<file path="config.mk">
export PLATFORM = sky130hd
export DESIGN_NAME = mul_unit
export DESIGN_NICKNAME = d
export VERILOG_FILES = /design/src/rtl/mul_unit.sv
export SDC_FILE = /design/constraint.sdc
export NUM_CORES = 2
export LEC_CHECK = 0
export BUFFER_PORTS_ARGS = -buffer_cell sky130_fd_sc_hd__buf_2
export CORE_MARGIN = 4
export CORE_UTILIZATION = 43
export DETAILED_ROUTE_END_ITERATION = 7
export GPL_TIMING_DRIVEN = 0
export PLACE_DENSITY = 0.59
export SYNTH_ARGS = -nofsm -noshare
export SYNTH_HDL_FRONTEND = slang
export SYNTH_SLANG_ARGS = --single-unit
</file>
<file path="constraint.sdc">
create_clock -name clk -period 11.5 [get_ports clk]
set_input_delay 1.725 -clock clk [delete_from_list [all_inputs] [get_ports clk]]
set_output_delay 1.725 -clock clk [all_outputs]
set_load 0.01 [all_outputs]
</file>
<file path="src/rtl/mul_unit.sv">
// rtl/mul_unit.sv - iterative radix-256 integer multiplier with early termination
//
// Executes MUL/MLA (32-bit result) and UMULL/UMLAL/SMULL/SMLAL (64-bit result).
// Each step cycle retires STEP_BITS multiplier bits. The operation stops as soon
// as the unretired multiplier bits are all zero or, in signed mode, all ones.
//
// Ports:
//   clk, reset            clock and asynchronous active-low reset
//   start                 request an operation; ignored while busy
//   is_long, is_signed    result width and signedness (is_signed only for long)
//   accumulate            add acc_hi:acc_lo (acc_lo only for short ops)
//   op_a, op_b            multiplicand (Rm) and multiplier (Rs)
//   acc_lo, acc_hi        accumulate words
//   busy                  step cycles in progress
//   done                  one-cycle pulse when results become valid
//   result_lo, result_hi  product; result_hi is 0 for short ops
//   flag_n, flag_z        N/Z flags of the result
//   steps                 step cycles used by the last completed operation
module mul_unit #(
  parameter int STEP_BITS = 8
) (
  input  logic        clk,
  input  logic        reset,
  input  logic        start,
  input  logic        is_long,
  input  logic        is_signed,
  input  logic        accumulate,
  input  logic [31:0] op_a,
  input  logic [31:0] op_b,
  input  logic [31:0] acc_lo,
  input  logic [31:0] acc_hi,
  output logic        busy,
  output logic        done,
  output logic [31:0] result_lo,
  output logic [31:0] result_hi,
  output logic        flag_n,
  output logic        flag_z,
  output logic [2:0]  steps
);

  typedef enum logic [1:0] {
    IDLE = 2'd0,
    STEP = 2'd1,
    DONE = 2'd2
  } state_t;

  state_t state;
  state_t state_nxt;

  // Operation context captured at the accepting edge.
  logic        signed_mode;
  logic        long_q;
  logic [63:0] acc64;
  logic [63:0] mcand;
  logic [32:0] rem;
  logic [5:0]  shift;
  logic [2:0]  step_cnt;

  logic        start_signed;
  logic        accept;

  logic [63:0] partial;
  logic [63:0] t_sum;
  logic [63:0] corr;
  logic [63:0] final_val;
  logic [32:0] nrem;
  logic        last_step;

  // Short multiplies use the signed termination rule; their low word is the
  // same whichever extension is chosen.
  assign start_signed = is_long ? is_signed : 1'b1;
  assign accept       = start && (state != STEP);

  assign busy = (state == STEP);
  assign done = (state == DONE);

  // One radix-2^STEP_BITS step. The low multiplier digit is always treated as
  // unsigned; the sign of a signed multiplier is carried by the remaining bits
  // and settled by the correction term when those bits are all ones.
  always_comb begin
    partial   = mcand * {{(64 - STEP_BITS){1'b0}}, rem[STEP_BITS-1:0]};
    t_sum     = acc64 + (partial << shift);
    nrem      = signed_mode ? 33'($signed(rem) >>> STEP_BITS) : (rem >> STEP_BITS);
    corr      = mcand << (shift + 6'(STEP_BITS));
    final_val = t_sum;
    last_step = 1'b0;
    if (nrem == '0) begin
      last_step = 1'b1;
    end else if (signed_mode && (&nrem)) begin
      // Remaining multiplier value is -1 at weight 2^(shift+STEP_BITS).
      last_step = 1'b1;
      final_val = t_sum - corr;
    end
  end

  always_ff @(posedge clk or negedge reset) begin
    if (!reset) begin
      state <= IDLE;
    end else begin
      state <= state_nxt;
    end
  end

  always_comb begin
    state_nxt = state;
    case (state)
      IDLE: begin
        if (start) begin
          state_nxt = STEP;
        end
      end
      STEP: begin
        if (last_step) begin
          state_nxt = DONE;
        end
      end
      DONE: begin
        // A start in the done cycle chains straight into the next operation.
        if (start) begin
          state_nxt = STEP;
        end else begin
          state_nxt = IDLE;
        end
      end
      default: begin
        state_nxt = IDLE;
      end
    endcase
  end

  always_ff @(posedge clk or negedge reset) begin
    if (!reset) begin
      signed_mode <= 1'b0;
      long_q      <= 1'b0;
      acc64       <= '0;
      mcand       <= '0;
      rem         <= '0;
      shift       <= '0;
      step_cnt    <= '0;
      result_lo   <= '0;
      result_hi   <= '0;
      flag_n      <= 1'b0;
      flag_z      <= 1'b0;
      steps       <= '0;
    end else if (accept) begin
      signed_mode <= start_signed;
      long_q      <= is_long;
      acc64       <= accumulate ? {(is_long ? acc_hi : 32'd0), acc_lo} : 64'd0;
      mcand       <= start_signed ? {{32{op_a[31]}}, op_a} : {32'd0, op_a};
      rem         <= start_signed ? {op_b[31], op_b} : {1'b0, op_b};
      shift       <= '0;
      step_cnt    <= 3'd1;
    end else if (state == STEP) begin
      if (last_step) begin
        // Results and flags hold until the next operation completes.
        result_lo <= final_val[31:0];
        result_hi <= long_q ? final_val[63:32] : 32'd0;
        flag_n    <= long_q ? final_val[63] : final_val[31];
        flag_z    <= long_q ? (final_val == 64'd0) : (final_val[31:0] == 32'd0);
        steps     <= step_cnt;
      end else begin
        acc64    <= t_sum;
        rem      <= nrem;
        shift    <= shift + 6'(STEP_BITS);
        step_cnt <= step_cnt + 3'd1;
      end
    end
  end

endmodule

</file>
==> results.txt <==
* Run status: complete, no violations
* Share of synthesized registers carrying an async set or reset: 100%
- Slew HR: 22.8%
- Synthesis instantiated 93 different standard cells from the library.
* Clock latency on the worst-skew pair: 610 ps
* Placer's final routability congestion estimate: 1.06
- Global routing used around a third of the available tracks.
- Number of enable-type register cells in the synthesized netlist: 0
- Routed vias/inst: around 6.2
* Yosys warning count: 0
- Number of max-cap violations: 0
* CTS tree: built
- Clock Tree Root: sky130_fd_sc_hd__clkbuf_16
- In this run the count of I/O pins placed on the die edge is slightly above 200.
- Summed over all layers, the global routing overflow is 0.
- Entering global routing, the biggest net connects between 80 and 90 pins.
- # nets final: ~4.6k
- Effective utilization at floorplan: between 40% and 50%
- The worst setup path is of the flop to flop kind.
- Final count of negative-setup-slack endpoints: 0
* Worst endpoint data arrival time: roughly 12000 ps
- Required @ worst endpoint: between 10000 and 15000 ps
* HPWL reported at the end of detailed placement: between 100 and 150 mm
* Worst-case clock buffer depth: 3
* Clk pin slew, worst setup/hold paths: approximately 60 ps
* Classification of the worst-slack hold path: flop to flop
- The number of nets in the synthesized netlist is approximately 4.4k.
- Detailed routing inserted a total of around 30k vias.
- Number of synthesized register bits: 209
- The cell count after synthesis came out at just under 4k.
* Number of CTS-inserted buffers: 27
- The clock arrives with 28.7 ps of skew.
* Library cell contributing the largest single delay on the critical path: sky130_fd_sc_hd__dfrtp_4
* Hold bufs inserted after CTS: 0
- The core region is approximately 68000 um2.
- Among all flip-flop cells after synthesis, the most frequent one is sky130_fd_sc_hd__dfrtp_1.
* Die outline width: approximately 270 um
* Achievable clock frequency: a little under 90 MHz
- Grouping stages by cell kind, the critical path spends the most delay in simple AND/OR/NAND/NOR gates.
* WL per Instance: approximately 25 um
- The die covers 72800 um2.
* Startpoint type of the worst setup path: flop
- First-pass GRT wire length: 185 mm
- On the worst path, the slowest cell contributes a delay of between 500 and 600 ps.
- Die H: 270 um
* Number of sinks handled by clock tree synthesis: 209
* H-Tree Level Count: 1
- Period Utilization, post-route: slightly below 100%
* Initial antenna violation count: 11
* Layout-stage area growth over the synthesis result: 16.1%
* Hold Vio Cnt, Final: 0
- Kind of capture point of the worst setup path: flop
* Placement Rows: 95
- Along the worst path, the maximum fanout reaches 8.
- Post-Syn Area: 29500 um2
* Detailed-router iteration count before antenna repair: 6
* Remaining design rule violation count: 0
* PortBufs: approximately 200
- Proportion of layout cells with a drive suffix above 1: 14.5%
* Worst hold margin: 472 ps
* Portion of the post-synthesis area used by sequential elements: 17.7%
- The number of buffers and inverters on the critical path is 6.
- Final Routed Wirelength: 125 mm
- The number of max-slew violations in the final report is 0.
- Vias in the first global route: between 20k and 30k
- For the pin with the worst max-slew slack, the measured transition is 1150 ps.
- In this run, the number of DRC markers left after iteration 0 of detailed routing was ~3.3k.
- Once detail routing completed, the nets flagged for antenna violations numbered 0.
* Mean instance size in the synthesized netlist: between 7 and 8 um2
* Time the final worst path needs with I/O delays and setup: between 10000 and 15000 ps
cell usage after synthesis (51+ instances only):
cell type	number	area share (%)
sky130_fd_sc_hd__a21o_1	95	2.4
sky130_fd_sc_hd__a21oi_1	333	5.7
sky130_fd_sc_hd__a31oi_1	65	1.4
sky130_fd_sc_hd__and2_1	264	5.6
sky130_fd_sc_hd__clkbuf_1	218	2.8
sky130_fd_sc_hd__dfrtp_1	209	18
sky130_fd_sc_hd__fa_1	213	14
sky130_fd_sc_hd__ha_1	180	7.6
sky130_fd_sc_hd__inv_1	235	3.0
sky130_fd_sc_hd__mux2i_1	54	1.8
sky130_fd_sc_hd__nand2_1	574	7.3
sky130_fd_sc_hd__nand3_1	89	1.5
sky130_fd_sc_hd__nor2_1	243	3.1
sky130_fd_sc_hd__nor3_1	58	0.98
sky130_fd_sc_hd__o21ai_0	267	4.5
sky130_fd_sc_hd__xnor2_1	75	2.2
sky130_fd_sc_hd__xor2_1	51	1.5
routing by layer:
layer  vias up  GRT usage (%)  routed length (um)
li1      14000              -                   -
met1     15100           46.7               54400
met2      1513           49.7               52900
met3       288           6.97               12300
met4         6           10.8                5160
met5         -              0                  40
cell type report:
class                           count  area, um2
Clock buffer                       35        726
Tap cell                          873       1090
Multi-Input combinational cell   3162      23600
Antenna cell                        4       10.0
Fill cell                        6731      33400
Buffer                            201        930
Timing Repair Buffer              268       1590
Inverter                          237        890
Clock inverter                     14        175
Sequential cell                   209       5250
path summary, 6_finish.rpt:
path / startpoint / to / slack, ps / cells after the start
max: rem[2] / flag_z / 200 / 40
min: result_hi[16] / result_hi[16] / 470 / 1
max reg2reg: rem[2] / flag_z / 200 / 40
min reg2reg: result_hi[16] / result_hi[16] / 470 / 1
max in group asynchronous: reset / rem[2] / 9470 / 2
min in group asynchronous: reset / result_lo[0] / 1060 / 1
repair_timing:
item,CTS,global route
setup endpoints to repair,32,19
buffers inserted,13,46
pin swaps,12,63
cloned,0,2
resized for setup,105,222
state kept, by name, indices dropped and copies added, names as in the netlist:
signal and cells:
result_lo 32, mcand 33, flag_z 1, state 2
long_q 1, steps 3, rem 33, shift 3
flag_n 1, signed_mode 1, acc64 64, step_cnt 3
result_hi 32
worst register-to-register path: cells and delay by family, from the launching register on:
| family | cells | cell delay, ps |
|---|---|---|
| simple gates | 15 | 3500 |
| fa+ha+maj | 7 | 3090 |
| compound gates | 9 | 2800 |
| buf+inv | 6 | 720 |
| flops | 1 | 580 |
| xor+xnor | 2 | 380 |
| mux | 1 | 160 |
cell usage in the layout, fill, tap and decap left out, drive strengths merged, types with 19 or more instances in the layout:
| cell | Yosys | layout |
|---|---|---|
| or3 | 30 | 30 |
| and3 | 31 | 31 |
| nor2 | 243 | 243 |
| a211oi | 31 | 31 |
| nor4 | 23 | 23 |
| ha | 180 | 180 |
| inv | 235 | 237 |
| nand2 | 575 | 575 |
| o21bai | 32 | 32 |
| and2 | 264 | 264 |
| a31oi | 65 | 65 |
| nand3 | 89 | 89 |
| mux2 | 19 | 19 |
| o21a | 28 | 28 |
| nor2b | 21 | 21 |
| xnor2 | 75 | 75 |
| a22oi | 29 | 29 |
| nor3 | 58 | 58 |
| fa | 213 | 213 |
| clkbuf | 218 | 200 |
| o21ai | 279 | 279 |
| o211ai | 27 | 27 |
| nand2b | 26 | 26 |
| a21oi | 333 | 333 |
| nand4 | 49 | 49 |
| a21o | 95 | 95 |
| xor2 | 51 | 51 |
| mux2i | 54 | 54 |
| buf | 31 | 304 |
| dfrtp | 209 | 209 |
logic make-up after synthesis:
group | after synthesis | share of synthesized area (%)
AND/OR/NAND/NOR | 1466 | 24.0
AO/OA/AOI/OAI | 1103 | 23.4
adder cells (fa/ha/maj) | 393 | 22.1
multiplexers | 74 | 2.63
flip-flops | 209 | 17.7
buffers and inverters | 486 | 6.35
XOR/XNOR | 126 | 3.74
metrics by stage:
step | instance area (um2) | instances | setup TNS [ps] | util (%) | setup slack [ps]
global route | 34200 | 4999 | -108 | 50.6 | -108
floorplan | 29500 | 3857 | 0 | - | 1120
finish | 34200 | 5003 | 0 | 50.6 | 201
detailed placement | 31700 | 4937 | -31050 | 46.9 | -2380
CTS | 33000 | 4983 | 0 | 48.8 | 1.50
global placement | 31600 | 4933 | -31110 | 46.7 | -2390
Power is not shown: default switching activity piles up to over one toggle a cycle in this logic, so the estimate is an artifact.
